===== config.mk =====
export PLATFORM = sky130hd
export DESIGN_NAME = serial_ovf_adder
export DESIGN_NICKNAME = d
export VERILOG_FILES = /design/src/rtl/serial_ovf_adder_pkg.sv /design/src/rtl/serial_ovf_adder_chunk_adder.sv /design/src/rtl/serial_ovf_adder.sv
export SDC_FILE = /design/constraint.sdc
export NUM_CORES = 1
export LEC_CHECK = 0
export CELL_PAD_IN_SITES_DETAIL_PLACEMENT = 0
export CELL_PAD_IN_SITES_GLOBAL_PLACEMENT = 1
export CORE_MARGIN = 2
export CORE_UTILIZATION = 40
export DETAILED_ROUTE_END_ITERATION = 6
export PLACE_DENSITY = 0.84
export RECOVER_POWER = 100
export SETUP_SLACK_MARGIN = 0.02
export SYNTH_ARGS = -nofsm -noshare
export SYNTH_HDL_FRONTEND = slang
export SYNTH_SLANG_ARGS = --single-unit
export TNS_END_PERCENT = 20

===== constraint.sdc =====
create_clock -name clk -period 3.7 [get_ports clk]
set_input_delay 0.74 -clock clk [delete_from_list [all_inputs] [get_ports clk]]
set_output_delay 0.74 -clock clk [all_outputs]
set_load 0.01 [all_outputs]

===== src/rtl/serial_ovf_adder_pkg.sv =====
// rtl/serial_ovf_adder_pkg.sv - shared types and helpers for the serial overflow adder
//
// Contents:
//   state_e   : controller states (IDLE, RUN, DONE)
//   sat_max() : most positive two's-complement value of a given width
//   sat_min() : most negative two's-complement value of a given width
//               (bit pattern 100..0)
// Both helpers return a 64-bit value; callers truncate to their width.

package serial_ovf_adder_pkg;

  typedef enum logic [1:0] {
    IDLE = 2'd0,
    RUN  = 2'd1,
    DONE = 2'd2
  } state_e;

  // Widest operand the saturation helpers can describe.
  localparam int unsigned SAT_FN_W = 64;

  // 0111..1 in the low 'width' bits.
  function automatic logic [SAT_FN_W-1:0] sat_max(input int unsigned width);
    return (64'd1 << (width - 1)) - 64'd1;
  endfunction

  // 1000..0 in the low 'width' bits.
  function automatic logic [SAT_FN_W-1:0] sat_min(input int unsigned width);
    return 64'd1 << (width - 1);
  endfunction

endpackage


===== src/rtl/serial_ovf_adder_chunk_adder.sv =====
// rtl/serial_ovf_adder_chunk_adder.sv - combinational CHUNK-bit adder slice
//
// Ports:
//   x, y   [CHUNK-1:0] in  : operand slices
//   cin                in  : carry into bit 0
//   sum    [CHUNK-1:0] out : x + y + cin, modulo 2^CHUNK
//   cout               out : carry out of bit CHUNK-1
//   c_msb              out : carry into bit CHUNK-1 (used for signed overflow)

module chunk_adder
  import serial_ovf_adder_pkg::*;
#(
  parameter int CHUNK = 2
) (
  input  logic [CHUNK-1:0] x,
  input  logic [CHUNK-1:0] y,
  input  logic             cin,
  output logic [CHUNK-1:0] sum,
  output logic             cout,
  output logic             c_msb
);

  logic [CHUNK:0] full;

  assign full  = {1'b0, x} + {1'b0, y} + {{CHUNK{1'b0}}, cin};
  assign sum   = full[CHUNK-1:0];
  assign cout  = full[CHUNK];
  // The top sum bit is x ^ y ^ carry_in, so the carry into it falls out
  // without a second, narrower adder.
  assign c_msb = full[CHUNK-1] ^ x[CHUNK-1] ^ y[CHUNK-1];

endmodule


===== src/rtl/serial_ovf_adder.sv =====
// rtl/serial_ovf_adder.sv - multi-cycle two's-complement add/sub with overflow and saturation
//
// Parameters:
//   WIDTH : operand/result width (>= 2, multiple of CHUNK, <= 64)
//   CHUNK : bits summed per clock; one operation takes N = WIDTH/CHUNK RUN cycles
// Ports:
//   clk                in  : rising-edge clock
//   rst                in  : synchronous active-high reset, overrides everything
//   start              in  : request, honoured only in IDLE or DONE
//   a, b   [WIDTH-1:0] in  : signed operands, captured with an accepted start
//   sub                in  : 0 = a + b, 1 = a - b
//   sat                in  : clamp the result when it overflows
//   busy               out : high during the N RUN cycles
//   done               out : one-cycle pulse, s/over/carry valid
//   s      [WIDTH-1:0] out : result, held until the next operation completes
//   over               out : signed overflow of the unsaturated sum
//   carry              out : carry out of the MSB (subtract: 1 = no borrow)

module serial_ovf_adder
  import serial_ovf_adder_pkg::*;
#(
  parameter int WIDTH = 8,
  parameter int CHUNK = 2
) (
  input  logic             clk,
  input  logic             rst,
  input  logic             start,
  input  logic [WIDTH-1:0] a,
  input  logic [WIDTH-1:0] b,
  input  logic             sub,
  input  logic             sat,
  output logic             busy,
  output logic             done,
  output logic [WIDTH-1:0] s,
  output logic             over,
  output logic             carry
);

  localparam int N  = WIDTH / CHUNK;
  localparam int CW = $clog2(N) + 1;

  localparam logic [CW-1:0]    LAST   = CW'(N - 1);
  localparam logic [WIDTH-1:0] SAT_HI = WIDTH'(sat_max(WIDTH));
  localparam logic [WIDTH-1:0] SAT_LO = WIDTH'(sat_min(WIDTH));

  // Controller and operand state
  state_e           state_q;
  logic [CW-1:0]    cnt_q;
  logic [WIDTH-1:0] opa_q;
  logic [WIDTH-1:0] opb_q;   // b, already inverted for subtraction
  logic             sat_q;
  logic             cin_q;   // ripple carry between chunks
  logic [WIDTH-1:0] part_q;  // partial sum, filled LSB chunk first

  // Registered outputs
  logic             busy_q;
  logic             done_q;
  logic [WIDTH-1:0] s_q;
  logic             over_q;
  logic             carry_q;

  // Chunk datapath
  logic [31:0]      base;
  logic [CHUNK-1:0] ca_x;
  logic [CHUNK-1:0] ca_y;
  logic [CHUNK-1:0] ca_sum;
  logic             ca_cout;
  logic             ca_cmsb;

  // Next-value terms for the final RUN cycle
  logic [WIDTH-1:0] part_d;
  logic [WIDTH-1:0] s_d;
  logic             over_d;

  assign base = 32'(cnt_q) * 32'(CHUNK);
  assign ca_x = opa_q[base +: CHUNK];
  assign ca_y = opb_q[base +: CHUNK];

  chunk_adder #(
    .CHUNK (CHUNK)
  ) u_chunk_adder (
    .x     (ca_x),
    .y     (ca_y),
    .cin   (cin_q),
    .sum   (ca_sum),
    .cout  (ca_cout),
    .c_msb (ca_cmsb)
  );

  // Partial result with the current chunk merged in. On the last chunk this
  // is the complete raw sum, so the final result needs no extra cycle.
  always_comb begin
    part_d               = part_q;
    part_d[base +: CHUNK] = ca_sum;
  end

  // Only meaningful on the last chunk, where c_msb/cout belong to the word MSB.
  assign over_d = ca_cmsb ^ ca_cout;

  // On overflow the true result has the sign of opA (for add both operands
  // share it; for sub -b shares it), so opA's sign picks the clamp rail.
  always_comb begin
    s_d = part_d;
    if (sat_q && over_d) begin
      s_d = opa_q[WIDTH-1] ? SAT_LO : SAT_HI;
    end
  end

  always_ff @(posedge clk) begin
    if (rst) begin
      state_q <= IDLE;
      cnt_q   <= '0;
      opa_q   <= '0;
      opb_q   <= '0;
      sat_q   <= 1'b0;
      cin_q   <= 1'b0;
      part_q  <= '0;
      busy_q  <= 1'b0;
      done_q  <= 1'b0;
      s_q     <= '0;
      over_q  <= 1'b0;
      carry_q <= 1'b0;
    end else begin
      done_q <= 1'b0;
      unique case (state_q)
        IDLE, DONE: begin
          if (start) begin
            opa_q   <= a;
            // a - b = a + ~b + 1: invert b here, seed the carry with sub.
            opb_q   <= sub ? ~b : b;
            sat_q   <= sat;
            cin_q   <= sub;
            cnt_q   <= '0;
            busy_q  <= 1'b1;
            state_q <= RUN;
          end else begin
            busy_q  <= 1'b0;
            state_q <= IDLE;
          end
        end
        RUN: begin
          part_q <= part_d;
          cin_q  <= ca_cout;
          cnt_q  <= cnt_q + 1'b1;
          if (cnt_q == LAST) begin
            s_q     <= s_d;
            over_q  <= over_d;
            carry_q <= ca_cout;
            busy_q  <= 1'b0;
            done_q  <= 1'b1;
            state_q <= DONE;
          end
        end
        default: begin
          busy_q  <= 1'b0;
          state_q <= IDLE;
        end
      endcase
    end
  end

  assign busy  = busy_q;
  assign done  = done_q;
  assign s     = s_q;
  assign over  = over_q;
  assign carry = carry_q;

endmodule


==> summary.md, run 1 <==
| Metric | Value |
|---|---|
| Pin slew with the least headroom to its limit | 1.19 ns |
| CP Class | reg -> reg |
| First-pass GRT wire length | between 6000 and 7000 microns |
| Power Dens Cells | 397 nW/um^2 |
| Root buf cell | clkbuf_8 |
| Final setup margin | 0.239 ns |
| Largest net degree at the start of global routing | 29 |
| Hold crit path type | reg -> reg |
| Routability Congestion | 0.821 |
| TritonRoute pass-1 iters | 4 |
| Critical Path End | s[6] |
| CTS H-tree lvls | 2 |
| Commonest cells after routing, fill and taps aside | dfxtp_1 (43), nand2_1 (27), nor2_1 (25) |
| Worst R2R Start | cnt_q[0] |
| Startpoint Class | flip-flop |
| Area after DPL | 2380 sq um |
| Syn Area/Cell | a little over 9 sq um |
| Leakage power | around 0.93 nW |
| Starting Density | 0.422 |
| Area Growth Syn to Fin | 21.4% |
| DP Wirelength | 2910 microns |
| Synth Instances | 220 |
| Endpoint required time on the critical path | 3.89 ns |
| Mapped cell area | 2020 sq um |
| Status | finished, final reports clean |
| Total negative slack | 0 ns |
| Worst EP arrival | 3.65 ns |
| Reg2Reg Setup Slack | 0.24 ns |
| Critical Path Source | cnt_q[0] |
| Die height | 75.1 microns |
| Slew HR | 0.207 |
| IO buf count | 32 |
| Setup violators final | 0 |
| Post-route DRC | 0 |
| Setup crit end kind | flip-flop |
| Worst-path fanout max | 10 |
| Via count | about 1.6k |
| # clock sinks | 43 |
| CTS buffer count | 5 |
| Die width | approximately 75 microns |
| Row count | 25 |
| FF+latch count, synth | 43 |
| RSZ-0062 raised after global routing | false |
| ANT cells | 0 |
| Clock-pin slew on the worst setup and hold paths | 0.08 ns |
| Final nets | 275 |
| DP Worst Slack | 0.278 ns |
| Die ar. | 5640 sq um |
| Distinct cells, synth | 39 |
| Residual overflow from global routing | 0 |
| Commonest non-fill, non-tap cell in the layout | dfxtp_1 |
| Reg2Reg Capture Point | s[6] |
| CORE AREA | 4790 sq um |
| Fin. max-slew vios | 0 |
| Clock insertion delay at the later pin of the skew report | around 0.29 ns |
| CTS tree | done |
| Num ports | 33 |
| Ys Warns | 0 |
| Total nets after synthesis | ~250 |
| Worst vdd ir | 194 uV |
| Cell depth of the worst flop-to-flop path | 9 |
| Setup Skew | roughly 0.0052 ns |
| Post-DR wirelength/cell | 12.4 microns |
| Final Cycle Share | 0.935 |
| Number of post-CTS setup repair buffers | 0 |
| Hold Vio Cnt, Final | 0 |
| Gr usage total | 0.161 |
| Vias in the first global route | 1433 |
| Antenna violations before repair | 0 |
| Min Tclk post-route | roughly 3.5 ns |
| Post-CTS sizing | 0 |
| Sequential area share after synthesis | 0.426 |
| Maxcap violations | 0 |
| Share of post-route cells with drive strength above 1 | 0.0522 |
| Drt first-iter violations | 95 |
| Bufs on Longest Clock Path | 2 |
| FMAX | 289 MHz |
| Final WL | 3930 microns |
| Via density | 5.01 |
| Post-route cell area | 2450 sq um |
| CTS Hold Bufs | 0 |
| ANT nets after route | 0 |
| Number of filler cells placed in the layout | about 470 |
[worst min path at each step]
stage,startpoint,end,cells past startpoint
2_1_floorplan,opa_q[2],opa_q[2],2
3_3_place_gp,opa_q[1],opa_q[1],2
3_5_place_dp,opa_q[5],opa_q[5],2
4_1_cts,opa_q[5],opa_q[5],2
5_1_grt,opa_q[5],opa_q[5],2
6_report,opa_q[5],opa_q[5],2
[final cells by class]
| cell class | count | area (sq um) | area share |
|---|---|---|---|
| inverters | 5 | 18.8 | 0.00765 |
| clock inverters | 1 | 5.00 | 0.00204 |
| repair buffers | 37 | 348 | 0.142 |
| clock buffers | 7 | 76.3 | 0.0311 |
| multi-input cells | 156 | 1060 | 0.432 |
| flip-flops and latches | 43 | 861 | 0.351 |
| well taps | 67 | 83.8 | 0.0342 |
[per-layer routing]
metal | up-vias | GRT usage | share of wire
met5 | - | 0 | 0
met4 | 0 | 0.0476 | 0.012
met3 | 7 | 0.0295 | 0.035
met2 | 29 | 0.246 | 0.45
met1 | 724 | 0.232 | 0.50
li1 | 823 | - | -
[worst max-delay path, cell delays in order (launching register included)]
cell,delay [ns]
dfxtp_1,0.46
mux4_1,0.58
and2_0,0.19
fa_1,0.42
fa_1,0.66
xnor2_1,0.16
xnor3_1,0.24
clkbuf_2,0.19
o21a_4,0.25
a22o_1,0.20
[cells in the mapped netlist]
cell      number  area [sq um]
nor2_1        25          93.8
dfxtp_1       43           861
a211oi_1      11          82.6
xnor3_1        1          22.5
o21ai_0       10          50.1
a22oi_1        1          7.51
fa_1           2          40.0
inv_1          5          18.8
buf_6          1          11.3
nor4b_2        1          15.0
o22ai_2        1          12.5
and2_1         2          12.5
or2_1          1          6.26
o21a_1         1          7.51
a32o_1         1          10.0
clkbuf_2       1          5.00
buf_2          1          5.00
or2_2          1          6.26
buf_1          1          3.75
clkbuf_8       1          13.8
nand3_1        2          10.0
nand4_1        1          6.26
nor3_1         1          5.00
o21a_4         1          15.0
nand2_1       27           101
o22a_1         1          8.76
nor2b_1        2          12.5
mux4_1         2          52.6
nor4_1         1          6.26
nand2b_1       4          25.0
ha_1           4          50.1
mux2i_1       14           140
xnor2_1        9          78.8
or3_1          1          6.26
a22o_1         7          61.3
nand3b_1       1          7.51
a311oi_1       2          17.5
clkbuf_1      11          41.3
a21oi_1       18          90.1
[stage by stage]
step,power [mW],util,cells,hold WS [ns]
final,0.975,0.513,316,0.454
after global placement,0.701,0.498,308,0.445
after floorplan,0.646,-,220,0.432
after detailed placement,0.705,0.498,308,0.447
after CTS,0.986,0.515,316,0.458
after global routing,1.02,0.513,316,0.472
[power breakdown]
group,leakage [nW],internal [mW],total [mW],switching (mW)
logic,0.537,0.0866,0.190,0.104
registers,0.351,0.484,0.498,0.0137
clock network,0.0422,0.133,0.287,0.154
total,0.930,0.703,0.975,0.271
[sequential cells by signal (all words and copies together) (netlist names)]
signal,cells
carry,1
done,1
busy,1
over,1
sat_q,1
part_q,8
opa_q,8
cin_q,1
s,8
opb_q,8
state_q,2
cnt_q,3
[kinds of logic after synthesis]
kind of cell / share of synthesized area
fa+ha+maj: 0.0446
simple gates: 0.155
xor+xnor: 0.0502
flops: 0.426
mux: 0.0954
compound gates: 0.180
buf+inv: 0.0489
Note: power is estimated with default switching activity, not from simulation.
==> inputs of run 2 (changes only) <==
--- a/config.mk
+++ b/config.mk
@@ -7,7 +7,7 @@
 export LEC_CHECK = 0
 export CELL_PAD_IN_SITES_DETAIL_PLACEMENT = 0
 export CELL_PAD_IN_SITES_GLOBAL_PLACEMENT = 1
-export CORE_MARGIN = 2
+export CORE_MARGIN = 1
 export CORE_UTILIZATION = 40
 export DETAILED_ROUTE_END_ITERATION = 6
 export PLACE_DENSITY = 0.84
==> run 2 against run 1 <==
Critical path depth is the same. Wire length grew 3.6%. Global-route usage grew 1.6 points. Clock skew shrank 0.0034 ns.
==> summary.md, run 2 (synthesis gave the netlist of run 1 again) <==
| Metric | Value |
|---|---|
| Status | finished, final reports clean |
| Residual overflow from global routing | 0 |
| Final nets | approximately 280 |
| M2 GR Usage | 0.269 |
| CP Class | reg -> reg |
| First-pass GRT wire length | 7200 microns |
| Die width | 73.1 microns |
| Bufs on Longest Clock Path | 2 |
| Gr usage total | 0.177 |
| Via count | 1610 |
| Number of filler cells placed in the layout | 477 |
| Met3 usage | 0.0552 |
| Share of post-route cells with drive strength above 1 | 0.0444 |
| Busiest grt layer | met2 |
| Antenna violations before repair | 0 |
| Hold Vio Cnt, Final | 0 |
| Die height | 73.1 microns |
| Area of the multi-input gates | around 1100 sq um |
| Worst vdd ir | 274 uV |
| FMAX | 301 MHz |
| Post-CTS sizing | 0 |
| Total negative slack | 0 ns |
| Hold crit path type | reg -> reg |
| Power Dens Cells | 394 nW/um^2 |
| Area Growth Syn to Fin | 20.9% |
| DP Wirelength | 2990 microns |
| Setup violators final | 0 |
| CORE AREA | 4790 sq um |
| Pin slew with the least headroom to its limit | 1.20 ns |
| Root buf cell | clkbuf_8 |
| Endpoint required time on the critical path | 3.89 ns |
| Commonest cells after routing, fill and taps aside | dfxtp_1 (43), nand2_1 (27), nor2_1 (25) |
| Post-DR wirelength/cell | 12.9 microns |
| Final Cycle Share | 0.899 |
| Slowest stage cell, crit path | mux4_1 |
| Number of post-CTS setup repair buffers | 0 |
| Final WL | 4070 microns |
| Via density | 5.11 |
| Worst EP arrival | ~3.5 ns |
| Area occupied by registers | 861 sq um |
| IO buf count | 32 |
| Startpoint Class | flip-flop |
| Die ar. | ~5300 sq um |
| Starting Density | 0.422 |
| Met1 usage | 0.241 |
| CTS tree | done |
| Clock-pin slew on the worst setup and hold paths | 0.07 ns |
| Worst-path fanout max | 10 |
| TritonRoute pass-1 iters | 4 |
| Critical Path Max Stage Delay | 0.57 ns |
| Finished Layout Cells | 315 |
| Fin. max-slew vios | 0 |
| Routability Congestion | 0.779 |
| Crit path cell chain | mux4_1 > and2_0 > fa_1 > fa_1 > xnor2_1 > xnor3_1 > buf_4 > o21a_1 > a22o_1 |
| CTS Hold Bufs | 0 |
| Post-route DRC | 0 |
| ANT cells | 0 |
| Num ports | 33 |
| Min Tclk post-route | 3.33 ns |
| Setup Skew | 0.00183 ns |
| CTS buffer count | 5 |
| Vias in the first global route | 1537 |
| ANT nets after route | 0 |
| Slew HR | 0.203 |
| Clock insertion delay at the later pin of the skew report | ~0.29 ns |
| CTS H-tree lvls | 2 |
| Largest net degree at the start of global routing | 28 |
| Drt first-iter violations | 132 |
| Commonest non-fill, non-tap cell in the layout | dfxtp_1 |
| # clock sinks | 43 |
| Setup crit end kind | flip-flop |
| Leakage power | 0.925 nW |
| Most used cell, CP | fa_1 |
| Maxcap violations | 0 |
| RSZ-0062 raised after global routing | false |
| Placed insts | 309 |
| Row count | 25 |
-- run 2: cell types whose count changed in the layout (fill, tap and decap cells not counted) --
cell,previous run,this run
clkbuf_2,1,0
o21a_4,1,0
o21a_1,1,2
buf_4,2,3
clkinv_2,1,0
-- run 2: power breakdown --
group	switching (mW)	internal, mW	leakage, nW	total (mW)
sequential	0.0143	0.484	0.351	0.499
combinational	0.106	0.0902	0.536	0.196
clock	0.143	0.126	0.0371	0.269
-- run 2: stage by stage --
| step | util | total power [mW] | setup WS, ns | instance area (sq um) | hold slack (ns) |
|---|---|---|---|---|---|
| 2_1_floorplan | - | 0.646 | 0.419 | 2020 | 0.432 |
| 3_3_place_gp | 0.499 | 0.707 | 0.496 | 2390 | 0.443 |
| 3_5_place_dp | 0.499 | 0.711 | 0.446 | 2390 | 0.453 |
| 4_1_cts | 0.515 | 0.975 | 0.421 | 2460 | 0.463 |
| 5_1_grt | 0.511 | 1.02 | 0.181 | 2440 | 0.476 |
| 6_report | 0.511 | 0.963 | 0.373 | 2440 | 0.456 |
-- run 2: layout make-up --
cell class | count | area share
Timing Repair Buffer | 38 | 0.145
Clock buffer | 6 | 0.0297
Multi-Input combinational cell | 156 | 0.431
Inverter | 5 | 0.00768
Sequential cell | 43 | 0.352
Tap cell | 67 | 0.0343
-- run 2: per-layer routing --
layer / part of all wire / wire length, microns / up-vias
met5: 0 / 0 / -
met4: 0.0081 / 33 / 0
met3: 0.029 / 116 / 4
met2: 0.45 / 1810 / 27
met1: 0.52 / 2110 / 758
li1: - / - / 821
-- run 2: worst paths after layout --
kind              startpoint     to  slack, ns  cells after the start
setup / recovery    cnt_q[0]   s[6]       0.37                      9
hold / removal         carry  carry       0.46                      2
setup reg to reg    cnt_q[0]   s[6]       0.37                      9
hold reg to reg        carry  carry       0.46                      2
-- run 2: worst max-delay path: cells and delay by family (launching register included) --
family                     cells  cell delay (ns)
AOI/OAI and AO/OA              2             0.50
xor gates and xnor gates       2             0.39
adders and majority gates      2             0.95
buffers and inverters          1             0.17
DFF                            1             0.46
muxes                          1             0.57
and+or+nand+nor                1             0.19
==> inputs of run 3 (changes only) <==
--- a/config.mk
+++ b/config.mk
@@ -13,6 +13,7 @@
 export PLACE_DENSITY = 0.84
 export RECOVER_POWER = 100
 export SETUP_SLACK_MARGIN = 0.02
+export SLEW_MARGIN = 20
 export SYNTH_ARGS = -nofsm -noshare
 export SYNTH_HDL_FRONTEND = slang
 export SYNTH_SLANG_ARGS = --single-unit
==> results of run 3 <==
The final DEF is identical to that of run 2; final timing and power are the same.
